<file path="src/rtl/wb_dbg_pkg.sv">
// Shared constants for the byte-stream Wishbone debug master: opcodes,
// response status bytes and the controller state encoding.
package wb_dbg_pkg;

   localparam logic [3:0] OP_WRITE   = 4'h1;
   localparam logic [3:0] OP_READ    = 4'h2;
   localparam logic [7:0] ST_OK      = 8'hA5;
   localparam logic [7:0] ST_TIMEOUT = 8'hEE;
   localparam int         RD_BYTES   = 4;

   typedef enum logic [2:0] {
      S_IDLE,
      S_ADDR,
      S_WDATA,
      S_BUS,
      S_RESP
   } state_t;

   function automatic logic isValidOp(input logic [3:0] op);
      return (op == OP_WRITE) || (op == OP_READ);
   endfunction

endpackage

</file>
<file path="src/rtl/wb_dbg_master.sv">
// Byte-stream command decoder driving a single-outstanding Wishbone initiator.
// Optional bus timeout is enabled by defining WB_DBG_TIMEOUT_EN.
module wb_dbg_master
   import wb_dbg_pkg::*;
#(
   parameter int AW        = 16,
   parameter int DW        = 32,
   parameter int TIMEOUT_W = 8
) (
   input  logic          clk,
   input  logic          rst,
   input  logic [7:0]    rx_data,
   input  logic          rx_valid,
   output logic          rx_ready,
   output logic [7:0]    tx_data,
   output logic          tx_valid,
   input  logic          tx_ready,
   output logic [AW-1:0] wb_addr,
   output logic [DW-1:0] wb_wdata,
   output logic [3:0]    wb_wmsk,
   output logic          wb_we,
   output logic          wb_cyc,
   input  logic [DW-1:0] wb_rdata,
   input  logic          wb_ack
);

   state_t        state_q;
   logic          rxReady_q;
   logic          isWrite_q;
   logic [3:0]    mask_q;
   logic [1:0]    byteCnt_q;
   logic [15:0]   addr_q;
   logic [DW-1:0] wdata_q;
   logic [DW-1:0] rdata_q;
   logic [2:0]    respLeft_q;
   logic          wbCyc_q;
   logic          wbWe_q;
   logic [3:0]    wbWmsk_q;
   logic          txValid_q;
   logic [7:0]    txData_q;

`ifdef WB_DBG_TIMEOUT_EN
   localparam logic [TIMEOUT_W-1:0] TMO_LAST = {{(TIMEOUT_W-1){1'b1}}, 1'b0};
   logic [TIMEOUT_W-1:0] tmo_q;
`else
   logic unusedTimeoutW;
   assign unusedTimeoutW = (TIMEOUT_W > 0);
`endif

   // rx_ready is registered from the next state, so it drops on the edge
   // that takes the last request byte and rises as the response completes.
   always_ff @(posedge clk) begin
      if (rst) begin
         state_q    <= S_IDLE;
         rxReady_q  <= 1'b0;
         isWrite_q  <= 1'b0;
         mask_q     <= 4'h0;
         byteCnt_q  <= 2'd0;
         addr_q     <= 16'h0000;
         wdata_q    <= '0;
         rdata_q    <= '0;
         respLeft_q <= 3'd0;
         wbCyc_q    <= 1'b0;
         wbWe_q     <= 1'b0;
         wbWmsk_q   <= 4'h0;
         txValid_q  <= 1'b0;
         txData_q   <= 8'h00;
`ifdef WB_DBG_TIMEOUT_EN
         tmo_q      <= '0;
`endif
      end else begin
         case (state_q)
            S_IDLE: begin
               rxReady_q <= 1'b1;
               if (rx_valid && rxReady_q && isValidOp(rx_data[7:4])) begin
                  isWrite_q <= (rx_data[7:4] == OP_WRITE);
                  mask_q    <= rx_data[3:0];
                  byteCnt_q <= 2'd0;
                  state_q   <= S_ADDR;
               end
            end
            S_ADDR: begin
               if (rx_valid && rxReady_q) begin
                  addr_q    <= {addr_q[7:0], rx_data};
                  byteCnt_q <= byteCnt_q + 2'd1;
                  if (byteCnt_q == 2'd1) begin
                     byteCnt_q <= 2'd0;
                     if (isWrite_q) begin
                        state_q <= S_WDATA;
                     end else begin
                        state_q   <= S_BUS;
                        wbCyc_q   <= 1'b1;
                        wbWe_q    <= 1'b0;
                        wbWmsk_q  <= 4'h0;
                        rxReady_q <= 1'b0;
                     end
                  end
               end
            end
            S_WDATA: begin
               if (rx_valid && rxReady_q) begin
                  wdata_q   <= {wdata_q[DW-9:0], rx_data};
                  byteCnt_q <= byteCnt_q + 2'd1;
                  if (byteCnt_q == 2'd3) begin
                     state_q   <= S_BUS;
                     wbCyc_q   <= 1'b1;
                     wbWe_q    <= 1'b1;
                     wbWmsk_q  <= mask_q;
                     rxReady_q <= 1'b0;
                  end
               end
            end
            S_BUS: begin
               // An ack wins over a timeout expiring on the same edge.
               if (wbCyc_q && wb_ack) begin
                  wbCyc_q    <= 1'b0;
                  rdata_q    <= wb_rdata;
                  txValid_q  <= 1'b1;
                  txData_q   <= ST_OK;
                  respLeft_q <= isWrite_q ? 3'd0 : 3'(RD_BYTES);
                  state_q    <= S_RESP;
`ifdef WB_DBG_TIMEOUT_EN
                  tmo_q      <= '0;
               end else if (tmo_q == TMO_LAST) begin
                  wbCyc_q    <= 1'b0;
                  txValid_q  <= 1'b1;
                  txData_q   <= ST_TIMEOUT;
                  respLeft_q <= 3'd0;
                  state_q    <= S_RESP;
                  tmo_q      <= '0;
               end else begin
                  tmo_q      <= tmo_q + 1'b1;
`endif
               end
            end
            S_RESP: begin
               if (tx_ready) begin
                  if (respLeft_q == 3'd0) begin
                     txValid_q <= 1'b0;
                     rxReady_q <= 1'b1;
                     state_q   <= S_IDLE;
                  end else begin
                     txData_q   <= rdata_q[DW-1 -: 8];
                     rdata_q    <= {rdata_q[DW-9:0], 8'h00};
                     respLeft_q <= respLeft_q - 3'd1;
                  end
               end
            end
            default: begin
               state_q <= S_IDLE;
            end
         endcase
      end
   end

   assign rx_ready = rxReady_q;
   assign tx_valid = txValid_q;
   assign tx_data  = txData_q;
   assign wb_addr  = AW'(addr_q);
   assign wb_wdata = wdata_q;
   assign wb_wmsk  = wbWmsk_q;
   assign wb_we    = wbWe_q;
   assign wb_cyc   = wbCyc_q;

endmodule

</file>
<file path="config.mk">
export PLATFORM = sky130hd
export DESIGN_NAME = wb_dbg_master
export DESIGN_NICKNAME = d
export VERILOG_FILES = /design/src/rtl/wb_dbg_pkg.sv /design/src/rtl/wb_dbg_master.sv
export SDC_FILE = /design/constraint.sdc
export NUM_CORES = 1
export LEC_CHECK = 0
export BUFFER_PORTS_ARGS = -buffer_cell sky130_fd_sc_hd__buf_2
export CAP_MARGIN = 20
export CORE_MARGIN = 10
export CORE_UTILIZATION = 50
export CTS_CLUSTER_DIAMETER = 60
export DETAILED_ROUTE_END_ITERATION = 16
export PLACE_DENSITY = 0.75
export SYNTH_ARGS = -nofsm -noshare
export SYNTH_HDL_FRONTEND = slang
export SYNTH_SLANG_ARGS = --single-unit
</file>
<file path="constraint.sdc">
create_clock -name clk -period 2 [get_ports clk]
set_input_delay 0.5 -clock clk [delete_from_list [all_inputs] [get_ports clk]]
set_output_delay 0.5 -clock clk [all_outputs]
set_load 0.02 [all_outputs]
</file>
## After elaboration in Yosys (flattened, before gate mapping)

Cells that the tools add are included.

| operators by class | value |
|---|---|
| add/sub/neg operators | 2 |
| equal/unequal tests | 18 |
| muxes and demuxes | 54 |
| reduce and logical (&&, ||, !) cells | 21 |

Operators by type and width:

| cell | count |
|---|---|
| $mux W32 | 3 |
| $pmux W32 S2 | 1 |
| $mux W3 | 12 |
| $mux W8 | 3 |
| $mux W4 | 5 |
| $ne A2 B2 Y1 const B | 10 |
| $mux W1 | 17 |
| $pmux W8 S2 | 1 |
| $reduce_and A8 Y1 | 2 |
| $pmux W3 S5 | 1 |
| $reduce_and A4 Y1 | 3 |
| $mux W2 | 4 |
| $pmux W4 S2 | 1 |
| $reduce_and A7 Y1 | 1 |
| $eq A3 B2 Y1 const B | 2 |
| $logic_not A3 Y1 | 2 |
| $pmux W2 S3 | 1 |
| $pmux W3 S2 | 1 |
| $reduce_and A2 Y1 | 3 |
| $reduce_and A6 Y1 | 1 |
| $reduce_bool A3 Y1 | 2 |
| $eq A4 B1 Y1 const B | 1 |
| $eq A4 B2 Y1 const B | 1 |
| $pmux W1 S2 | 2 |
| 12 further kinds | 15 |

| word-level totals | value |
|---|---|
| bits in registers | 109 |
| bits of input ports | 45 |
| output and inout port bits | 64 |
| logic and storage cells | 109 |

## Longest topological paths before layout

Gate-level depths: netlist of run 1.

| depth | value |
|---|---|
| depth after elaboration | 5 |
| gate-level depth with buffers | 9 |
| gate-level depth less buffers | 7 |

## Worst setup path after synthesis of run 1

OpenSTA, ideal clock, no wires.

| path | value |
|---|---|
| kind | register -> register |
| start point | register respLeft_q[0] |
| end point | register rdata_q[31] |
| library setup time | 89 ps |
| arrival time | 1575 ps |
| required time | 1911 ps |
| path slack | 336 ps |
| cell stages (with the launch flop) | 10 |
| buffers on the path | 2 |
| clock period less this slack | 1664 ps |
| cells stage by stage | dfxtp_1 -> inv_1 -> ha_1 -> ha_1 -> nor2b_1 -> a32o_1 -> buf_4 -> buf_6 -> nor2_1 -> a311oi_2 |

| on the way | value |
|---|---|
| cells in the longest elaborated chain, start to end | 3 |

RTL lines:

| element | RTL line | text |
|---|---|---|
| from (decl) | wb_dbg_master.sv:35 | `logic [2:0] respLeft_q;` |
| from (signal assigned) | wb_dbg_master.sv:120 | `respLeft_q <= isWrite_q ? 3'd0 : 3'(RD_BYTES);` |
| from (signal assigned) | wb_dbg_master.sv:145 | `respLeft_q <= respLeft_q - 3'd1;` |
| $logic_not A3 Y1 | wb_dbg_master.sv:138 | `if (respLeft_q == 3'd0) begin` |
| $ne A2 B2 Y1 (no line) | - |  |
| $reduce_and A4 Y1 (no line) | - |  |
| to (signal assigned) | wb_dbg_master.sv:117 | `rdata_q <= wb_rdata;` |
| to (signal assigned) | wb_dbg_master.sv:144 | `rdata_q <= {rdata_q[DW-9:0], 8'h00};` |
| to (decl) | wb_dbg_master.sv:34 | `logic [DW-1:0] rdata_q;` |

No other way between the ends.
A chain may end at the register's enable or synchronous reset.

## Worst setup path in the final report of run 1

| path | value |
|---|---|
| start point | register respLeft_q[0] |
| end point | register rdata_q[12] |

Same word-level chain as after synthesis.

==> tab_implementation.tex, run 1 <==
\begin{tabular}{lr}
\hline
Metric & Value \\
\hline
\multicolumn{2}{l}{\textbf{Logic synthesis}} \\
\quad Proportion of synthesized chip area in sequential cells & 48.55\% \\
\quad \#FFs+latches synth & 109 \\
\quad Post-Syn Nets & roughly 590 \\
\quad Count of mapped cells out of synthesis & between 500 and 600 \\
\quad Area share of the largest cell type after synthesis & between 40\% and 50\% \\
\quad Post-synth cell types & 43 \\
\quad Most common flop cell mapped by yosys & dfxtp\_1 \\
\quad Post-synthesis instance area & 0.004494 mm² \\
\quad Synth async-reset ratio & 0\% \\
\quad Syn\_area\_per\_cell & roughly 8.3 µm² \\
\quad Cell type contributing the most total cell area after synthesis & dfxtp\_1 \\
\quad Syn. warnings & 0 \\
\quad Largest cells by area after synthesis & dfxtp\_1 49\%, nand2\_1 14\%, a21oi\_1 7.6\% \\
\quad EDFF count, synth & 0 \\
\multicolumn{2}{l}{\textbf{Placed design}} \\
\quad Worst slack, placed & between 0.09 and 0.1 ns \\
\quad Quantity of I/O buffers inserted on ports & 108 \\
\quad Last weighted congestion value of the routability-driven placer & 0.8231 \\
\quad Half-perimeter wire length of the detailed placement result & between 7 and 8 mm \\
\multicolumn{2}{l}{\textbf{Floorplan}} \\
\quad Total Die Area & roughly 0.013 mm² \\
\quad Area of the core region & 0.008721 mm² \\
\quad FP Rows & 34 \\
\quad Effective utilization at floorplan & 51.54\% \\
\quad I/O pins & between 100 and 150 \\
\quad Die extent in y & 114.8 µm \\
\quad Width of the chip & 114.8 µm \\
\multicolumn{2}{l}{\textbf{Global route}} \\
\quad GRT overflow & 0 \\
\quad Largest net degree at the start of global routing & 101 \\
\quad Overall fraction of global-route tracks in use & 16.72\% \\
\quad Vias in the first global route & 3892 \\
\quad Wire length of the first global-routing pass & 18.64 mm \\
\quad Antenna violations before repair & 0 \\
\multicolumn{2}{l}{\textbf{Timing}} \\
\quad Worst setup slack after layout & 0.1269 ns \\
\quad Number of max-slew violations in the final report & 0 \\
\quad Worst-Margin Slew & 0.5467 ns \\
\quad Final hold vios & 0 \\
\quad Final setup violating endpoints & 0 \\
\quad Minimum period implied by the final worst setup slack & 1.873 ns \\
\quad Relative max-transition margin & 63.25\% \\
\quad Total Negative Setup Slacks & 0 ns \\
\quad Fmax achieved & about 0.53 GHz \\
\quad Clock Skews & 0.01381 ns \\
\quad Post-route fraction of the period consumed by the critical path & 93.65\% \\
\quad Unrepaired setup endpoints after global routing & false \\
\multicolumn{2}{l}{\textbf{Drt}} \\
\quad Routed vias/inst & around 5.4 \\
\quad Drc violations & 0 \\
\quad Count of antenna-violating nets left after detailed routing & 0 \\
\quad Routed Wire Length & 11.48 mm \\
\quad Drt first pass iters & 5 \\
\quad Via count & 4003 \\
\quad Wire length per cell & 15.45 µm \\
\quad Initial DRC count & 295 \\
\multicolumn{2}{l}{\textbf{Power and ir drop}} \\
\quad Total power divided by cell area & 865.0 mW/mm² \\
\quad Cell leakage power & 0.002095 µW \\
\quad Worst vdd ir & 0.4681 mV \\
\multicolumn{2}{l}{\textbf{Final layout}} \\
\quad Diodes inserted & 0 \\
\quad Ratio of cells with drive above 1 in the final layout & 25.35\% \\
\quad Area growth from synthesis to layout & 18.29\% \\
\quad Number of nets in the finished design & 680 \\
\multicolumn{2}{l}{\textbf{Clock network}} \\
\quad Sink count of the clock tree & 109 \\
\quad CTS Buffer Depth & 2 \\
\quad Num CTS Buffers & 9 \\
\quad CTS tree & done \\
\quad Post-CTS clock slew at the launch and capture registers of the worst setup and hold paths & 0.11 ns \\
\quad Root buffer selected by CTS & clkbuf\_8 \\
\quad Insertion delay to the later sink of the worst-skew pair & around 0.37 ns \\
\quad Maximum level of the CTS H-tree & 3 \\
\multicolumn{2}{l}{\textbf{Critical path}} \\
\quad Category of the worst setup path launch point & flip-flop \\
\quad Maximum fanout along the worst path & 33 \\
\quad Startpoint-to-endpoint class of the critical path & reg2reg \\
\quad Arrival time worst endpoint & 2.15 ns \\
\quad Worst Path Required & 2.28 ns \\
\quad Endpoint type of the worst setup path & flip-flop \\
\multicolumn{2}{l}{\textbf{Worst hold path}} \\
\quad Tightest Hold Check Type & in2reg \\
\multicolumn{2}{l}{\textbf{Outcome}} \\
\quad Status & finished, final reports clean \\
\multicolumn{2}{l}{\textbf{Run}} \\
\quad Maximum Capacitance Violations & 0 \\
\hline
\end{tabular}
==> Yosys cell counts (2+ instances only) <==
master and n:
a22o_1 5, nor2_1 41, dfxtp_1 109, a21oi_1 68, o31a_1 2, buf_6 6
and3_1 2, or2_1 2, o32ai_1 3, a311oi_1 4, nor2b_1 3, o21ai_0 3
mux2i_1 4, nor3_1 12, ha_1 5, nand3_1 15, clkbuf_1 24, inv_1 6
or3_1 2, nand4_1 2, buf_2 6, nand2b_1 2, nand2_1 172, and3b_1 2
buf_4 4, a311oi_2 20
==> worst max-delay path: stages (launching register included) <==
cell and delay [ns]:
dfxtp_1 0.34, inv_1 0.06, ha_1 0.19, ha_1 0.20
nor2b_1 0.21, a32o_2 0.25, buf_12 0.21, nor2_1 0.07
a311oi_2 0.25
==> per-layer routing <==
metal,share of wire [%],global-route usage [%]
met4,0.43,3.713
met3,9.5,7.187
met2,48,26.92
met5,0,0
met1,42,20.37
==> metrics by stage <==
stage	cells	utilization, %	hold slack [ns]	cell area (µm²)	total power (µW)
detailed placement	726	57.92	0.4365	5051	3089
floorplan	541	-	0.4319	4494	2901
global route	743	60.96	0.3277	5316	4817
finish	743	60.96	0.3561	5316	4598
global placement	726	57.92	0.4295	5051	3056
CTS	742	60.65	0.3384	5289	4620
==> cells in the final DEF, fill, tap and decap left out, drive strengths merged, types with 9 or more instances in the layout <==
cell type / netlist / layout
nand2: 172 / 172
nor3: 12 / 12
a21oi: 68 / 68
nand3: 15 / 15
a311oi: 24 / 24
inv: 6 / 9
dfxtp: 109 / 109
buf: 16 / 117
nor2: 41 / 41
clkbuf: 24 / 10
==> kinds of logic after synthesis <==
logic type | Yosys count | synth area share [%]
flops | 109 | 48.55
buf+inv | 46 | 5.345
xor+xnor | 1 | 0.1949
mux | 4 | 0.8909
fa+ha+maj | 5 | 1.392
compound gates | 114 | 18.90
simple gates | 262 | 24.72
==> registers in the layout, indices dropped and copies added (netlist names) <==
register / flops
tx_valid: 1
wb_cyc: 1
tx_data: 8
state_q: 3
wb_wdata: 32
rx_ready: 1
rdata_q: 32
wb_we: 1
wb_wmsk: 4
respLeft_q: 3
wb_addr: 16
mask_q: 4
isWrite_q: 1
byteCnt_q: 2
==> worst paths after layout <==
check,slack (ns),to,from,depth (start not counted)
min,0.36,byteCnt_q[0],rst,2
min reg2reg,0.46,rdata_q[1],rdata_q[1],2
max,0.13,rdata_q[12],respLeft_q[0],8
max reg2reg,0.13,rdata_q[12],respLeft_q[0],8
==> where the power goes <==
part	leakage, µW	internal, µW	total (µW)	switching, µW
sequential	0.000879	2240	2350	108
combinational	0.00110	258	704	447
clock	0.000119	737	1550	809
==> repair_timing <==
action | 4_1_cts | 5_1_grt
hold buffers | 0 | 0
resized for setup | 0 | 2
setup endpoints to repair | 0 | 19
setup buffers | 0 | 0
==> layout make-up <==
class                           instances  area, µm²
Tap cell                              108      135.1
Multi-Input combinational cell        386       2076
Clock inverter                          7      113.9
Clock buffer                            9      123.9
Inverter                                6      22.52
Timing Repair Buffer                  118      660.6
Sequential cell                       109       2185
Fill cell                             787       3405
Note: power is estimated with default switching activity, not from simulation.
==> run 2: changes to the inputs <==
--- a/config.mk
+++ b/config.mk
@@ -5,6 +5,7 @@
 export SDC_FILE = /design/constraint.sdc
 export NUM_CORES = 1
 export LEC_CHECK = 0
+export ABC_AREA = 1
 export BUFFER_PORTS_ARGS = -buffer_cell sky130_fd_sc_hd__buf_2
 export CAP_MARGIN = 20
 export CORE_MARGIN = 10
==> tab_implementation.tex, run 2 <==
\begin{tabular}{lr}
\hline
Metric & Value \\
\hline
\multicolumn{2}{l}{\textbf{Outcome}} \\
\quad Status & finished, final reports clean \\
\multicolumn{2}{l}{\textbf{Logic synthesis}} \\
\quad Most common flop cell mapped by yosys & dfxtp\_1 \\
\quad Post-Synth Simple-Gate Area & 24.07\% (-0.66 points) \\
\quad Post-synthesis instance area & 0.004518 mm² (+0.53\%) \\
\quad Xor/xnor cell area share of the yosys netlist & 0\% (-0.19 points) \\
\quad Cell type contributing the most total cell area after synthesis & dfxtp\_1 \\
\quad \#FFs+latches synth & 109 (unchanged) \\
\quad Area share of the largest cell type after synthesis & 48.30\% (-0.26 points) \\
\quad Proportion of synthesized chip area in sequential cells & 48.30\% (-0.26 points) \\
\quad Main combinational cell family by area after synthesis & simple AND/OR/NAND/NOR gates \\
\quad Post-Synth Adder-Cell Area & 1.385\% (-0.0073 points) \\
\quad Mux share of post-synthesis cell area & 0\% (-0.89 points) \\
\quad Syn. warnings & 0 (unchanged) \\
\quad Post-synth cell types & 26 (-40\%) \\
\quad Largest cells by area after synthesis & dfxtp\_1 48\%, nor2\_1 11\%, o21ai\_0 9.5\% \\
\quad Post-Syn Nets & 679 (+15\%) \\
\quad EDFF count, synth & 0 (unchanged) \\
\quad Most numerous cell types in the synthesized netlist & 135 x nor2\_1, 109 x dfxtp\_1, 105 x nand2\_1 \\
\quad Syn\_area\_per\_cell & 7.183 µm² (-14\%) \\
\quad Leading cell type by number of instances after synthesis & nor2\_1 \\
\quad Fraction of the mapped netlist area in compound gates & 17.53\% (-1.4 points) \\
\quad Synth async-reset ratio & 0\% (unchanged) \\
\quad Count of mapped cells out of synthesis & 629 (+16\%) \\
\multicolumn{2}{l}{\textbf{Floorplan}} \\
\quad Width of the chip & 115.1 µm (+0.22\%) \\
\quad Effective utilization at floorplan & 51.56\% (about the same) \\
\quad I/O pins & 109 (unchanged) \\
\quad Total Die Area & 0.01324 mm² (+0.44\%) \\
\quad FP Rows & 34 (unchanged) \\
\quad Area of the core region & 0.008763 mm² (+0.49\%) \\
\quad Die extent in y & 115.1 µm (+0.22\%) \\
\multicolumn{2}{l}{\textbf{Critical path}} \\
\quad Critical Path Slowest Stage Cell & dfxtp\_1 \\
\quad Arrival time worst endpoint & 2.11 ns (-0.04 ns) \\
\quad Maximum fanout along the worst path & 30 (-9.1\%) \\
\quad Delay of the slowest critical-path stage & 0.35 ns (about the same) \\
\quad Category of the worst setup path launch point & flip-flop \\
\quad Startpoint-to-endpoint class of the critical path & reg2reg \\
\quad Endpoint type of the worst setup path & flip-flop \\
\quad Register-to-register setup slack & 0.16 ns (+0.03 ns) \\
\quad Worst Setup SP & respLeft\_q[0] \\
\quad Worst path cell trace & inv\_1 -> ha\_1 -> ha\_1 -> inv\_1 -> nand3\_1 -> nand2\_1 -> nand2\_4 -> buf\_6 -> o21ai\_0 -> nor2\_1 \\
\quad Worst Path Required & 2.26 ns (-0.02 ns) \\
\quad Reg-to-reg startpoint & respLeft\_q[0] \\
\multicolumn{2}{l}{\textbf{Drt}} \\
\quad Wire length per cell & 13.29 µm (-14\%) \\
\quad Initial DRC count & 335 (+14\%) \\
\quad Drt first pass iters & 4 (-1) \\
\quad Routed Wire Length & 11.07 mm (-3.5\%) \\
\quad Drc violations & 0 (unchanged) \\
\quad Routed vias/inst & 5.049 (-6.3\%) \\
\quad Count of antenna-violating nets left after detailed routing & 0 (unchanged) \\
\quad Via count & 4206 (+5.1\%) \\
\multicolumn{2}{l}{\textbf{Clock network}} \\
\quad Post-CTS clock slew at the launch and capture registers of the worst setup and hold paths & 0.11 ns (about the same) \\
\quad Num CTS Buffers & 9 (unchanged) \\
\quad Sink count of the clock tree & 109 (unchanged) \\
\quad Insertion delay to the later sink of the worst-skew pair & 0.37 ns (about the same) \\
\quad Root buffer selected by CTS & clkbuf\_8 \\
\quad CTS tree & done \\
\quad Maximum level of the CTS H-tree & 3 (unchanged) \\
\quad CTS Buffer Depth & 2 (unchanged) \\
\multicolumn{2}{l}{\textbf{Power and ir drop}} \\
\quad Clock Power Share & 33.4\% (-0.2 points) \\
\quad Worst vdd ir & 0.4715 mV (+0.75\%) \\
\quad Switching power summed over all nets & 1202 µW (-12\%) \\
\quad Pwr Total & 4240 µW (-7.8\%) \\
\quad Part of the total power dissipated in sequential elements & 54.2\% (+3.1 points) \\
\quad Internal cell power & 3037 µW (-6.1\%) \\
\quad Cell leakage power & 0.002588 µW (+24\%) \\
\quad Switch share & 28.36\% (-1.3 points) \\
\quad Combinational fraction of design power & 12.4\% (-2.9 points) \\
\quad Total power divided by cell area & 800.9 mW/mm² (-7.4\%) \\
\multicolumn{2}{l}{\textbf{Timing}} \\
\quad Post-route fraction of the period consumed by the critical path & 92.08\% (-1.6 points) \\
\quad Worst-Margin Slew & 0.5003 ns (-0.04644 ns) \\
\quad Number of max-slew violations in the final report & 0 (unchanged) \\
\quad Fmax achieved & 0.5430 GHz (+1.7\%) \\
\quad Clock Skews & 0.01197 ns (-0.001835 ns) \\
\quad Unrepaired setup endpoints after global routing & false \\
\quad Relative max-transition margin & 66.60\% (+3.4 points) \\
\quad Total Negative Setup Slacks & 0 ns (unchanged) \\
\quad Final hold vios & 0 (unchanged) \\
\quad Minimum period implied by the final worst setup slack & 1.842 ns (-0.03147 ns) \\
\quad Final setup violating endpoints & 0 (unchanged) \\
\multicolumn{2}{l}{\textbf{Placed design}} \\
\quad Quantity of I/O buffers inserted on ports & 108 (unchanged) \\
\quad Last weighted congestion value of the routability-driven placer & 0.8261 (+0.36\%) \\
\quad Half-perimeter wire length of the detailed placement result & 7.867 mm (+0.16\%) \\
\quad \# placed instances & 817 (+13\%) \\
\multicolumn{2}{l}{\textbf{Worst hold path}} \\
\quad Hold path start & wb\_rdata[4] \\
\quad Tightest Hold Check Type & in2reg \\
\multicolumn{2}{l}{\textbf{Global route}} \\
\quad Largest net degree at the start of global routing & 101 (unchanged) \\
\quad Vias in the first global route & 4161 (+6.9\%) \\
\quad Overall fraction of global-route tracks in use & 16.49\% (-0.23 points) \\
\quad Antenna violations before repair & 0 (unchanged) \\
\quad GRT overflow & 0 (unchanged) \\
\quad Wire length of the first global-routing pass & 18.44 mm (-1.1\%) \\
\multicolumn{2}{l}{\textbf{Final layout}} \\
\quad Final Non-Filler Cells & 833 (+12\%) \\
\quad Area growth from synthesis to layout & 17.17\% \\
\quad Most common library cell in the layout ignoring fill and taps & nor2\_1 \\
\quad Diodes inserted & 0 (unchanged) \\
\quad Number of nets in the finished design & 770 (+13\%) \\
\quad Ratio of cells with drive above 1 in the final layout & 20.00\% (-5.4 points) \\
\quad Highest-count cells in the layout ignoring fill and taps & 135 x nor2\_1, 109 x dfxtp\_1, 108 x buf\_2 \\
\multicolumn{2}{l}{\textbf{Run}} \\
\quad Maximum Capacitance Violations & 0 (unchanged) \\
\hline
\end{tabular}
run 2: power groups by stage:
stage	sequential, µW	clock, µW	combinational (µW)
4_1_cts	2300	1450	528
5_1_grt	2310	1540	604
3_3_place_gp	2340	0	512
3_5_place_dp	2350	0	526
2_1_floorplan	2380	0	326
6_report	2300	1420	525
run 2: worst paths after layout:
| kind | to | depth (start not counted) |
|---|---|---|
| setup / recovery | rdata_q[29] | 10 |
| hold / removal | rdata_q[4] | 3 |
| setup reg to reg | rdata_q[29] | 10 |
| hold reg to reg | wb_addr[10] | 2 |
run 2: layer usage:
| metal | up-vias | GRT usage, % | part of all wire [%] |
|---|---|---|---|
| met3 | 11 | 4.740 | 7.0 |
| li1 | 2192 | - | - |
| met2 | 99 | 28.42 | 48 |
| met1 | 1904 | 19.11 | 44 |
| met5 | - | 0 | 0 |
| met4 | 0 | 5.693 | 1.3 |
run 2: repair_timing:
action	4_1_cts	5_1_grt
endpoints found under the setup margin	0	35
buffers inserted	0	0
resized for setup	0	4
hold buffers	0	0
run 2: cell type report:
| cell class | instances | area (µm²) |
|---|---|---|
| Clock buffer | 9 | 123.9 |
| Clock inverter | 7 | 88.84 |
| Fill cell | 829 | 3470 |
| Inverter | 50 | 192.7 |
| Multi-Input combinational cell | 434 | 1942 |
| Sequential cell | 109 | 2182 |
| Tap cell | 108 | 135.1 |
| Timing Repair Buffer | 116 | 629.4 |
run 2: per-stage QoR:
step / hold slack, ns / cell area [µm²] / utilization, % / worst slack, ns
4_1_cts: 0.3572 / 5285 / 60.31 / 0.08316
6_report: 0.3702 / 5294 / 60.41 / 0.1584
5_1_grt: 0.3691 / 5294 / 60.41 / 0.002737
3_3_place_gp: 0.4272 / 5072 / 57.88 / 0.2076
3_5_place_dp: 0.4370 / 5072 / 57.88 / 0.09964
2_1_floorplan: 0.4242 / 4518 / - / 0.4765
run 2: worst max-delay path, delay by kind of cell, from the launching register on:
kind / cells / cell delay, ns
AOI/OAI and AO/OA: 1 / 0.20
DFF: 1 / 0.35
and+or+nand+nor: 4 / 0.44
adders and majority gates: 2 / 0.37
buffers and inverters: 3 / 0.38
run 2: cells by family after synthesis:
logic type,after synthesis
simple gates,272
flops,109
fa+ha+maj,5
compound gates,157
buf+inv,86
==> run 3: changes to the inputs <==
--- a/config.mk
+++ b/config.mk
@@ -8,7 +8,7 @@
 export ABC_AREA = 1
 export BUFFER_PORTS_ARGS = -buffer_cell sky130_fd_sc_hd__buf_2
 export CAP_MARGIN = 20
-export CORE_MARGIN = 10
+export CORE_MARGIN = 4
 export CORE_UTILIZATION = 50
 export CTS_CLUSTER_DIAMETER = 60
 export DETAILED_ROUTE_END_ITERATION = 16
==> tab_implementation.tex, run 3 (same netlist as run 2, synthesis figures left out) <==
\begin{tabular}{lr}
\hline
Metric & Value \\
\hline
\multicolumn{2}{l}{\textbf{Outcome}} \\
\quad Status & finished, final reports clean \\
\multicolumn{2}{l}{\textbf{Timing}} \\
\quad Fmax achieved & 0.5630 GHz (+3.7\%) \\
\quad Minimum period implied by the final worst setup slack & 1.776 ns (-0.06526 ns) \\
\quad Post-route fraction of the period consumed by the critical path & 88.82\% (-3.3 points) \\
\quad Unrepaired setup endpoints after global routing & false \\
\quad Relative max-transition margin & 66.10\% (-0.50 points) \\
\quad Worst hold margin & 0.3693 ns (-0.0008580 ns) \\
\quad Final hold vios & 0 (unchanged) \\
\quad Worst-Margin Slew & 0.5077 ns (+0.007441 ns) \\
\quad Final setup violating endpoints & 0 (unchanged) \\
\quad Clock Skews & 0.01959 ns (+0.007621 ns) \\
\quad Number of max-slew violations in the final report & 0 (unchanged) \\
\quad Total Negative Setup Slacks & 0 ns (unchanged) \\
\multicolumn{2}{l}{\textbf{Placed design}} \\
\quad Last weighted congestion value of the routability-driven placer & 0.8393 (+1.6\%) \\
\quad Half-perimeter wire length of the detailed placement result & 6.982 mm (-11\%) \\
\quad Quantity of I/O buffers inserted on ports & 108 (unchanged) \\
\quad Post-detailed-placement cell area & 0.005092 mm² (+0.39\%) \\
\multicolumn{2}{l}{\textbf{Critical path}} \\
\quad Reg-to-reg startpoint & respLeft\_q[0] \\
\quad Maximum fanout along the worst path & 26 (-13\%) \\
\quad Worst reg2reg path depth & 11 (+1) \\
\quad Kind of cell adding the most delay to the critical path & buffers and inverters \\
\quad Register-to-register setup slack & 0.22 ns (+0.07 ns) \\
\quad Worst r2r dst & respLeft\_q[0] \\
\quad Critical Path Slowest Stage Cell & dfxtp\_1 \\
\quad Startpoint-to-endpoint class of the critical path & reg2reg \\
\quad Cell depth of the worst setup path & 11 (+1) \\
\quad Crit path buffers/inverters & 4 (+1) \\
\quad Endpoint type of the worst setup path & flip-flop \\
\quad Worst Path Required & 2.31 ns (+0.05 ns) \\
\quad Worst path cell trace & inv\_1 -> ha\_1 -> ha\_1 -> inv\_1 -> nand3\_1 -> nand2\_1 -> nand2\_4 -> inv\_2 -> buf\_12 -> o21ai\_0 -> nor2\_1 \\
\quad Critical path endpoint & respLeft\_q[0] \\
\quad Category of the worst setup path launch point & flip-flop \\
\quad Delay of the slowest critical-path stage & 0.35 ns (about the same) \\
\quad Arrival time worst endpoint & 2.09 ns (-0.02 ns) \\
\quad Worst Setup SP & respLeft\_q[0] \\
\multicolumn{2}{l}{\textbf{Power and ir drop}} \\
\quad Worst vdd ir & 0.3675 mV (-22\%) \\
\quad Total power divided by cell area & 785.6 mW/mm² (-1.9\%) \\
\quad Cell leakage power & 0.002599 µW (+0.41\%) \\
\multicolumn{2}{l}{\textbf{Clock network}} \\
\quad Number of setup buffers added after CTS & 0 (unchanged) \\
\quad Root buffer selected by CTS & clkbuf\_8 \\
\quad Maximum level of the CTS H-tree & 3 (unchanged) \\
\quad CTS tree & done \\
\quad Total of hold buffers inserted after clock tree synthesis & 0 (unchanged) \\
\quad CTS Buffer Depth & 2 (unchanged) \\
\quad Sink count of the clock tree & 109 (unchanged) \\
\quad Post-CTS clock slew at the launch and capture registers of the worst setup and hold paths & 0.11 ns (about the same) \\
\quad Num CTS Buffers & 9 (unchanged) \\
\quad Post-cts sizing count & 0 (unchanged) \\
\quad Insertion delay to the later sink of the worst-skew pair & 0.38 ns (about the same) \\
\multicolumn{2}{l}{\textbf{Floorplan}} \\
\quad FP Rows & 34 (unchanged) \\
\quad Effective utilization at floorplan & 51.56\% (unchanged) \\
\quad I/O pins & 109 (unchanged) \\
\quad Total Die Area & 0.01062 mm² (-20\%) \\
\quad Width of the chip & 103.1 µm (-10\%) \\
\quad Area of the core region & 0.008763 mm² (unchanged) \\
\quad Die extent in y & 103.1 µm (-10\%) \\
\multicolumn{2}{l}{\textbf{Final layout}} \\
\quad Register area & 0.002182 mm² (unchanged) \\
\quad Diodes inserted & 0 (unchanged) \\
\quad Summed area of non-filler cells in the final layout & 0.005303 mm² (+0.17\%) \\
\quad Most common library cell in the layout ignoring fill and taps & nor2\_1 \\
\quad Area of the multi-input gates & 0.001942 mm² (unchanged) \\
\quad Number of inserted filler cells in the final layout & 842 (+1.6\%) \\
\quad Highest-count cells in the layout ignoring fill and taps & 135 x nor2\_1, 109 x dfxtp\_1, 108 x buf\_2 \\
\quad Area growth from synthesis to layout & 17.36\% \\
\quad Ratio of cells with drive above 1 in the final layout & 20.11\% (+0.11 points) \\
\quad Number of nets in the finished design & 771 (+0.13\%) \\
\multicolumn{2}{l}{\textbf{Run}} \\
\quad Maximum Capacitance Violations & 0 (unchanged) \\
\multicolumn{2}{l}{\textbf{Drt}} \\
\quad Drt first pass iters & 5 (+1) \\
\quad Via count & 4179 (-0.64\%) \\
\quad Count of antenna-violating nets left after detailed routing & 0 (unchanged) \\
\quad Wire length per cell & 12.19 µm (-8.3\%) \\
\quad Initial DRC count & 204 (-39\%) \\
\quad Routed vias/inst & 5.011 (-0.76\%) \\
\quad Drc violations & 0 (unchanged) \\
\quad Routed Wire Length & 10.17 mm (-8.2\%) \\
\multicolumn{2}{l}{\textbf{Global route}} \\
\quad GRT overflow & 0 (unchanged) \\
\quad Overall fraction of global-route tracks in use & 19.70\% (+3.2 points) \\
\quad Largest net degree at the start of global routing & 101 (unchanged) \\
\quad Wire length of the first global-routing pass & 17.08 mm (-7.3\%) \\
\quad Vias in the first global route & 3962 (-4.8\%) \\
\quad Antenna violations before repair & 0 (unchanged) \\
\multicolumn{2}{l}{\textbf{Worst hold path}} \\
\quad Tightest Hold Check Type & in2reg \\
\hline
\end{tabular}
run 3: worst min path at each step:
stage | from | to | slack [ns] | cells past startpoint
global placement | wb_addr[12] | wb_addr[12] | 0.43 | 2
detailed placement | wb_addr[9] | wb_addr[9] | 0.43 | 2
CTS | wb_rdata[4] | rdata_q[4] | 0.36 | 3
finish | wb_rdata[1] | rdata_q[1] | 0.37 | 3
floorplan | mask_q[0] | mask_q[0] | 0.42 | 2
global route | wb_rdata[4] | rdata_q[4] | 0.36 | 3
run 3: cell type report:
type	instances	area share (%)
clock inverter	7	1.628
sequential	109	41.15
clock buffer	9	2.336
inverter	50	3.539
timing repair buffer	117	12.18
tap	108	2.548
multi-input combinational	434	36.62
run 3: routing by layer:
metal,global-route usage [%],wire length (µm),vias up
met5,0,0,-
met4,6.474,68,0
met3,3.924,675,6
met2,34.63,4927,110
met1,24.08,4494,1871
li1,-,-,2192
run 3: stage by stage:
step	total power (µW)	std cells	setup slack [ns]	util, %
floorplan	2703	629	0.4765	-
global placement	2854	818	0.3117	58.11
detailed placement	2869	818	0.2509	58.11
CTS	4205	834	0.2181	60.51
global route	4377	834	0.05400	60.51
finish	4166	834	0.2237	60.51
run 3: where the power goes:
part | internal, µW | total [µW] | leakage, µW | switching (µW)
Sequential | 2240 | 2300 | 0.000879 | 63.5
Combinational | 188 | 521 | 0.00162 | 333
Clock | 505 | 1340 | 0.000105 | 839
run 3: worst min-delay path, cell delays in order:
cell and delay, ns:
buf_2 0.08, a21oi_1 0.05, nor2_1 0.08
